**config.mk**
```make
export PLATFORM = sky130hd
export DESIGN_NAME = regfile_alu_sequencer
export DESIGN_NICKNAME = d
export VERILOG_FILES = /design/src/rtl/seq_pkg.sv /design/src/rtl/seq_multiplier.sv /design/src/rtl/regfile_alu_sequencer.sv
export SDC_FILE = /design/constraint.sdc
export NUM_CORES = 1
export LEC_CHECK = 0
export CORE_MARGIN = 4
export CORE_UTILIZATION = 55
export DETAILED_ROUTE_END_ITERATION = 12
export GPL_TIMING_DRIVEN = 1
export PLACE_DENSITY = 0.77
export SYNTH_ARGS = -nofsm -noshare
export SYNTH_HDL_FRONTEND = slang
export SYNTH_SLANG_ARGS = --single-unit
```
**constraint.sdc**
```tcl
create_clock -name clk -period 5.54 [get_ports clk]
set_input_delay 1.108 -clock clk [delete_from_list [all_inputs] [get_ports clk]]
set_output_delay 1.108 -clock clk [all_outputs]
set_load 0.01 [all_outputs]
```
**src/rtl/seq_pkg.sv**
```systemverilog
// -----------------------------------------------------------------------------
// seq_pkg
// Shared definitions for the register-file execute/write-back sequencer:
//   - default datapath widths (DATA_W_DEF, ADDR_W_DEF)
//   - opcode encodings OP_ADD..OP_MUL
//   - sequencer FSM state encoding
// -----------------------------------------------------------------------------
package seq_pkg;

    localparam int DATA_W_DEF = 32;
    localparam int ADDR_W_DEF = 5;

    typedef enum logic [2:0] {
        OP_ADD = 3'b000,
        OP_SUB = 3'b001,
        OP_AND = 3'b010,
        OP_OR  = 3'b011,
        OP_XOR = 3'b100,
        OP_SLT = 3'b101,
        OP_SLL = 3'b110,
        OP_MUL = 3'b111
    } op_t;

    typedef enum logic [1:0] {
        IDLE  = 2'b00,
        READ  = 2'b01,
        EXEC  = 2'b10,
        WRITE = 2'b11
    } state_t;

endpackage : seq_pkg

```
**src/rtl/seq_multiplier.sv**
```systemverilog
// -----------------------------------------------------------------------------
// seq_multiplier
// Iterative shift-add multiplier returning the low DATA_W bits of a*b.
// One bit of b is consumed per cycle, LSB first; DATA_W must be a power of 2.
// The first step is taken on the edge that accepts start, so the last step
// (and done) falls exactly DATA_W cycles after start is first raised.
//
// Ports:
//   clk      in   system clock
//   rst_all  in   asynchronous active-low reset
//   start    in   begin a multiply with a/b (ignored while busy)
//   a, b     in   operands, sampled only on the start cycle
//   busy     out  steps 2..DATA_W are in progress
//   done     out  one-cycle pulse during the final step; product valid then
//   product  out  running/final product (final value valid with done)
// -----------------------------------------------------------------------------
module seq_multiplier
    import seq_pkg::*;
#(
    parameter int DATA_W = DATA_W_DEF
) (
    input  logic              clk,
    input  logic              rst_all,
    input  logic              start,
    input  logic [DATA_W-1:0] a,
    input  logic [DATA_W-1:0] b,
    output logic              busy,
    output logic              done,
    output logic [DATA_W-1:0] product
);

    localparam int CNT_W = $clog2(DATA_W);

    logic [DATA_W-1:0] acc_q, acc_d;
    logic [DATA_W-1:0] mcand_q, mcand_d;
    logic [DATA_W-1:0] mplier_q, mplier_d;
    logic [CNT_W-1:0]  cnt_q, cnt_d;      // steps already completed
    logic              busy_q, busy_d;

    logic              load;
    logic [DATA_W-1:0] cur_acc, cur_mcand, cur_mplier;

    always_comb begin
        // NOTE: every comb output gets a default first, so no path can leave
        // it unassigned and infer a latch.
        acc_d    = acc_q;
        mcand_d  = mcand_q;
        mplier_d = mplier_q;
        cnt_d    = cnt_q;
        busy_d   = busy_q;
        done     = 1'b0;

        load       = start && !busy_q;
        // On the start cycle the step works straight from the inputs.
        cur_acc    = load ? '0 : acc_q;
        cur_mcand  = load ? a  : mcand_q;
        cur_mplier = load ? b  : mplier_q;
        product    = cur_acc + (cur_mplier[0] ? cur_mcand : '0);

        if (load || busy_q) begin
            acc_d    = product;
            mcand_d  = cur_mcand << 1;
            mplier_d = cur_mplier >> 1;
            if (busy_q && cnt_q == CNT_W'(DATA_W - 1)) begin
                done   = 1'b1;
                busy_d = 1'b0;
                cnt_d  = '0;
            end else begin
                busy_d = 1'b1;
                cnt_d  = load ? CNT_W'(1) : cnt_q + 1'b1;
            end
        end
    end

    // NOTE: sequential state uses non-blocking assignments so every flop
    // samples the pre-edge value of every other flop.
    always_ff @(posedge clk or negedge rst_all) begin
        if (!rst_all) begin
            acc_q    <= '0;
            mcand_q  <= '0;
            mplier_q <= '0;
            cnt_q    <= '0;
            busy_q   <= 1'b0;
        end else begin
            acc_q    <= acc_d;
            mcand_q  <= mcand_d;
            mplier_q <= mplier_d;
            cnt_q    <= cnt_d;
            busy_q   <= busy_d;
        end
    end

    assign busy = busy_q;

endmodule : seq_multiplier

```
**src/rtl/regfile_alu_sequencer.sv**
```systemverilog
// -----------------------------------------------------------------------------
// regfile_alu_sequencer
// Executes one register-to-register command at a time against an external
// 2-read/1-write register file: IDLE -> READ -> EXEC -> WRITE -> IDLE.
// Single-cycle ops spend one cycle in EXEC; MUL spends DATA_W cycles there.
//
// Ports:
//   clk, rst_all               clock, asynchronous active-low reset
//   cmd_valid/cmd_ready        command handshake (ready only in IDLE)
//   cmd_op/cmd_rd/cmd_rs/cmd_rt command fields, latched on accept
//   read0_addr/read1_addr      register file read addresses (latched rs/rt)
//   read0_data/read1_data      combinational register file read data
//   write_addr/write_data/we   register file write port (we only in WRITE, rd!=0)
//   done                       one-cycle pulse in the WRITE cycle
// -----------------------------------------------------------------------------
module regfile_alu_sequencer
    import seq_pkg::*;
#(
    parameter int DATA_W = DATA_W_DEF,
    parameter int ADDR_W = ADDR_W_DEF
) (
    input  logic              clk,
    input  logic              rst_all,
    input  logic              cmd_valid,
    output logic              cmd_ready,
    input  logic [2:0]        cmd_op,
    input  logic [ADDR_W-1:0] cmd_rd,
    input  logic [ADDR_W-1:0] cmd_rs,
    input  logic [ADDR_W-1:0] cmd_rt,
    output logic [ADDR_W-1:0] read0_addr,
    output logic [ADDR_W-1:0] read1_addr,
    input  logic [DATA_W-1:0] read0_data,
    input  logic [DATA_W-1:0] read1_data,
    output logic [ADDR_W-1:0] write_addr,
    output logic [DATA_W-1:0] write_data,
    output logic              we,
    output logic              done
);

    localparam int SH_W = $clog2(DATA_W);

    state_t            state_q, state_d;
    op_t               op_q, op_d;
    logic [ADDR_W-1:0] rd_q, rd_d;
    logic [ADDR_W-1:0] rs_q, rs_d;
    logic [ADDR_W-1:0] rt_q, rt_d;
    logic [ADDR_W-1:0] waddr_q, waddr_d;
    logic [DATA_W-1:0] a_q, a_d;
    logic [DATA_W-1:0] b_q, b_d;
    logic [DATA_W-1:0] result_q, result_d;

    logic              accept;
    logic [DATA_W-1:0] alu_result;
    logic              mul_start, mul_busy, mul_done;
    logic [DATA_W-1:0] mul_product;

    // ---------------- FSM: state register ----------------
    always_ff @(posedge clk or negedge rst_all) begin
        if (!rst_all) state_q <= IDLE;
        else          state_q <= state_d;
    end

    // ---------------- FSM: next state ----------------
    always_comb begin
        state_d = state_q;
        unique case (state_q)
            IDLE:  if (accept) state_d = READ;
            READ:  state_d = EXEC;
            EXEC:  if (op_q != OP_MUL || mul_done) state_d = WRITE;
            WRITE: state_d = IDLE;
            default: state_d = IDLE;
        endcase
    end

    // ---------------- FSM: outputs ----------------
    always_comb begin
        // rst_all gating keeps ready low for the whole reset, not just after it.
        cmd_ready = (state_q == IDLE) && rst_all;
        done      = (state_q == WRITE);
        we        = (state_q == WRITE) && (waddr_q != '0);
        mul_start = (state_q == EXEC) && (op_q == OP_MUL) && !mul_busy;
    end

    assign accept = cmd_valid && cmd_ready;

    // ---------------- single-cycle ALU ----------------
    always_comb begin
        alu_result = '0;
        unique case (op_q)
            OP_ADD: alu_result = a_q + b_q;
            OP_SUB: alu_result = a_q - b_q;
            OP_AND: alu_result = a_q & b_q;
            OP_OR:  alu_result = a_q | b_q;
            OP_XOR: alu_result = a_q ^ b_q;
            OP_SLT: alu_result = {{(DATA_W-1){1'b0}}, ($signed(a_q) < $signed(b_q))};
            OP_SLL: alu_result = a_q << b_q[SH_W-1:0];
            OP_MUL: alu_result = '0;   // produced by seq_multiplier
            default: alu_result = '0;
        endcase
    end

    seq_multiplier #(
        .DATA_W (DATA_W)
    ) u_mul (
        .clk     (clk),
        .rst_all (rst_all),
        .start   (mul_start),
        .a       (a_q),
        .b       (b_q),
        .busy    (mul_busy),
        .done    (mul_done),
        .product (mul_product)
    );

    // ---------------- datapath next-state ----------------
    always_comb begin
        op_d     = op_q;
        rd_d     = rd_q;
        rs_d     = rs_q;
        rt_d     = rt_q;
        waddr_d  = waddr_q;
        a_d      = a_q;
        b_d      = b_q;
        result_d = result_q;

        if (accept) begin
            op_d = op_t'(cmd_op);
            rd_d = cmd_rd;
            rs_d = cmd_rs;
            rt_d = cmd_rt;
        end

        if (state_q == READ) begin
            a_d = read0_data;
            b_d = read1_data;
        end

        // Write-back registers change only on entry to WRITE, so they hold
        // their last values through the following IDLE/READ/EXEC cycles.
        if (state_q == EXEC && state_d == WRITE) begin
            result_d = (op_q == OP_MUL) ? mul_product : alu_result;
            waddr_d  = rd_q;
        end
    end

    // NOTE: all control and datapath flops are reset so a reset mid-command
    // leaves nothing stale on the register file interface.
    always_ff @(posedge clk or negedge rst_all) begin
        if (!rst_all) begin
            op_q     <= OP_ADD;
            rd_q     <= '0;
            rs_q     <= '0;
            rt_q     <= '0;
            waddr_q  <= '0;
            a_q      <= '0;
            b_q      <= '0;
            result_q <= '0;
        end else begin
            op_q     <= op_d;
            rd_q     <= rd_d;
            rs_q     <= rs_d;
            rt_q     <= rt_d;
            waddr_q  <= waddr_d;
            a_q      <= a_d;
            b_q      <= b_d;
            result_q <= result_d;
        end
    end

    assign read0_addr = rs_q;
    assign read1_addr = rt_q;
    assign write_addr = waddr_q;
    assign write_data = result_q;

endmodule : regfile_alu_sequencer
```
==> qor_table.md <==
| Parameter | Value |
|:---|:---|
| Status | finished clean |
| Average wire length per cell after detail routing | 24.18 µm |
| Initial cell density of the core | 55.54% |
| Number of non-filler instances in the completed layout | 2839 |
| Startpoint of the most critical register-to-register path | state_q[0]$_DFF_PN0_ |
| Power per cell area | 716.0 nW/µm² |
| Number of input and output port buffers inserted | 134 |
| Flip-flop and latch area | 5535 µm² |
| # H-tree levels | 1 |
| Total clock buffers created by CTS | 26 |
| Area of the placeable core | 33450 µm² |
| Number of unique standard cell types used by synthesis | 87 |
| Worst-case reg-to-reg path depth | 17 |
| Detailed-routing iteration count for the pre-antenna-repair pass | 8 |
| Static Leak | 9.388 nW |
| Met2 Usage GRT | 55.80% |
| First-iteration detailed-routing DRC count | 2169 |
| P&R area growth vs syn | 14.06% |
| GRT overflow | 0 |
| Unrepaired setup endpoints after global routing | no |
| Initial antenna violation count | 1 |
| Antenna-violating nets left | 0 |
| Peak fanout along the critical path | 9 |
| Post-cts gate resize count | 0 |
| Vertical die dimension | 191.8 µm |
| Number of vias after detailed routing | 18.61k |
| Category of the most critical setup path | register to register |
| Global Route Usage Sum | 36.35% |
| Transition at the pin with the smallest max-transition slack | 1113 ps |
| Share of cells above drive strength 1 | 8.410% |
| Yosys warning total | 0 |
| Multi-input combinational cell area | 12040 µm² |
| Met3 demand-to-capacity share in global routing | 8.524% |
| Worst-Skew Late Latency | 570 ps |
| Num ports | 135 |
| Number of max-slew violations in the final report | 0 |
| Final Wtd Congestion | 1.014 |
| Count of state elements after synthesis | 221 |
| Die boundary width | 191.8 µm |
| Die Footprint | 36780 µm² |
| Core occupancy in the finished layout | 63.34% |
| Post-route DRC violation count | 0 |
| Startpoint kind of the worst setup timing path | register |
| Average instance area after synthesis | 8.024 µm² |
| Max Clock Freq | 200.9 MHz |
| Total non-filler cell area in the finished layout | 21190 µm² |
| Final sum of negative setup slack | 0 ps |
| Post-detailed-routing wire length | 68.66 mm |
| Post-synthesis cell count | 2315 |
| Worst clock skew | 9.782 ps |
| Dpl hpwl | 50.16 mm |
| Class of the tightest hold or removal check | input port to async pin |
| Clock transition at the register clock pins on the worst setup and hold paths after CTS | 60 ps |
| Number of failing hold endpoints at the final stage | 0 |
| Post CTS Setup Buffer Count | 0 |
| Final critical delay including setup and external delays | 4977 ps |
| CP arrival | 5460 ps |
| Total instance count after detailed placement | 2794 |
| Maximum vdd drop | 0.4151 mV |
| Nets in the synthesized netlist | 2538 |
| Number of global-route vias before repair | 17.72k |
| CTS tree | done |
| Biggest area consumer among synthesized cells | dfrtp_1 |
| Met1 Use GR | 50.87% |
| Setup slack of the most critical reg-to-reg path | 560 ps |
| Pin count of the biggest net entering global routing | 117 |
| Maximum root-to-sink buffer count | 3 |
| Number of nets in the finished design | 2597 |
| Global-route wire length before repair | 104.6 mm |
| Area of placed instances | 20320 µm² |
| Fraction of synthesized cell area taken by the top area cell type | 29.77% |
| EDFF count, synth | 0 |
| Number of placement rows | 67 |
| Final critical-path share of the clock period | 89.83% |
| Crit end category | register |
| Capture point of the worst reg-to-reg path | write_data[29]$_DFFE_PN0P_ |
| WP data required | 6020 ps |
| Final setup violation count | 0 |
| Post-synthesis sequential area ratio | 29.77% |
| Top cells by area in the synthesized netlist | dfrtp_1 (30%), ha_1 (9.1%), nand2_1 (7.6%), o21ai_0 (6.9%), a21oi_1 (5.2%) |
| Total power | 15.17 mW |
| Number of hold buffers added after CTS | 0 |
| Filler instances | 2981 |
| Most used routing layer | met2 |
| Vias per cell | 6.556 |
| Root buffer selected by CTS | clkbuf_16 |
| Clock sink count | 221 |
| Dominant synthesized flop cell | dfrtp_1 |
| Most used standard cell by instance count after synthesis | nand2_1 |
| Tightest slew margin relative to the limit | 25.83% |
| Area of the mapped netlist | 18580 µm² |
| Max-cap violation count | 0 |
| Share of synthesized registers carrying an async set or reset | 100.0% |
| Leading post-synthesis cells by instance count | nand2_1 (378), o21ai_0 (257), dfrtp_1 (221) |
## registers in the layout (all words and copies together) (netlist names)
name / cells
a_q: 32
b_q: 32
u_mul.acc_q: 32
write_data: 32
u_mul.mcand_q: 31
u_mul.mplier_q: 31
rd_q: 5
read0_addr: 5
read1_addr: 5
u_mul.cnt_q: 5
write_addr: 5
op_q: 3
state_q: 2
u_mul.busy: 1
## critical path, stage by stage, from the launching register on
cell and delay [ps]:
dfrtp_1 440, inv_1 140, ha_1 270, nand2_2 80, nor2_2 130, mux2i_2 600, a21oi_1 170, ha_1 340
a211o_1 270, a21oi_1 270, nor4_1 100, o311ai_0 570, a21boi_0 320, a31oi_1 220, buf_4 170, o2111a_1 240
mux2_2 340, a211oi_1 220
## where the power goes
part           internal [mW]  total [mW]  switching (mW)
registers               2.25        2.98           0.725
logic                   3.71        10.4            6.70
clock network           1.05        1.78           0.732
total                   7.01        15.2            8.16
## worst max path at each step
stage / from / endpoint / slack, ps / cells after the start
final: state_q[0]$_DFF_PN0_ / write_data[29]$_DFFE_PN0P_ / 560 / 17
after global routing: state_q[0]$_DFF_PN0_ / write_data[29]$_DFFE_PN0P_ / 200 / 17
after detailed placement: state_q[0]$_DFF_PN0_ / write_data[29]$_DFFE_PN0P_ / 630 / 17
after floorplan: b_q[0]$_DFFE_PN0N_ / write_data[29]$_DFFE_PN0P_ / 960 / 17
after global placement: state_q[0]$_DFF_PN0_ / write_data[29]$_DFFE_PN0P_ / 730 / 17
after CTS: state_q[0]$_DFF_PN0_ / write_data[29]$_DFFE_PN0P_ / 620 / 17
## stage by stage
step / hold WS [ps] / worst slack (ps)
after global routing: 450.3 / 200.4
final: 427.5 / 563.4
after floorplan: 430.4 / 962.4
after CTS: 438.8 / 621.5
after detailed placement: 452.4 / 632.7
after global placement: 442.0 / 729.6
## metal layers
layer,vias to the layer above,wire length (µm)
li1,8406,-
met4,2,2676
met3,163,7284
met5,-,13
met2,1007,29950
met1,9035,28730
## kinds of logic after synthesis
kind of cell             Yosys count  synth area share, %
AO/OA/AOI/OAI                    760                25.70
XOR/XNOR                          39                1.839
adder cells (fa/ha/maj)          138                9.416
buffers and inverters            275                5.705
flip-flops                       221                29.77
multiplexers                     161                10.20
AND/OR/NAND/NOR                  721                17.36
## cell usage in the layout (no fill, tap or decap), types with 49 or more instances in the layout
master             n
nand2_1          377
o21ai_0          257
dfrtp_1          219
a21oi_1          194
ha_1             134
clkdlybuf4s50_1  133
nor2_1           124
inv_1            117
mux2i_1           95
buf_4             49
## final cells by class
cell class	instances	area share [%]
Antenna cell	1	0.01181
Timing Repair Buffer	184	8.185
Sequential cell	221	26.12
Clock buffer	35	3.419
Tap cell	448	2.646
Inverter	122	2.161
Clock inverter	9	0.6496
Multi-Input combinational cell	1819	56.80
Power figures use the tool's default switching activity.
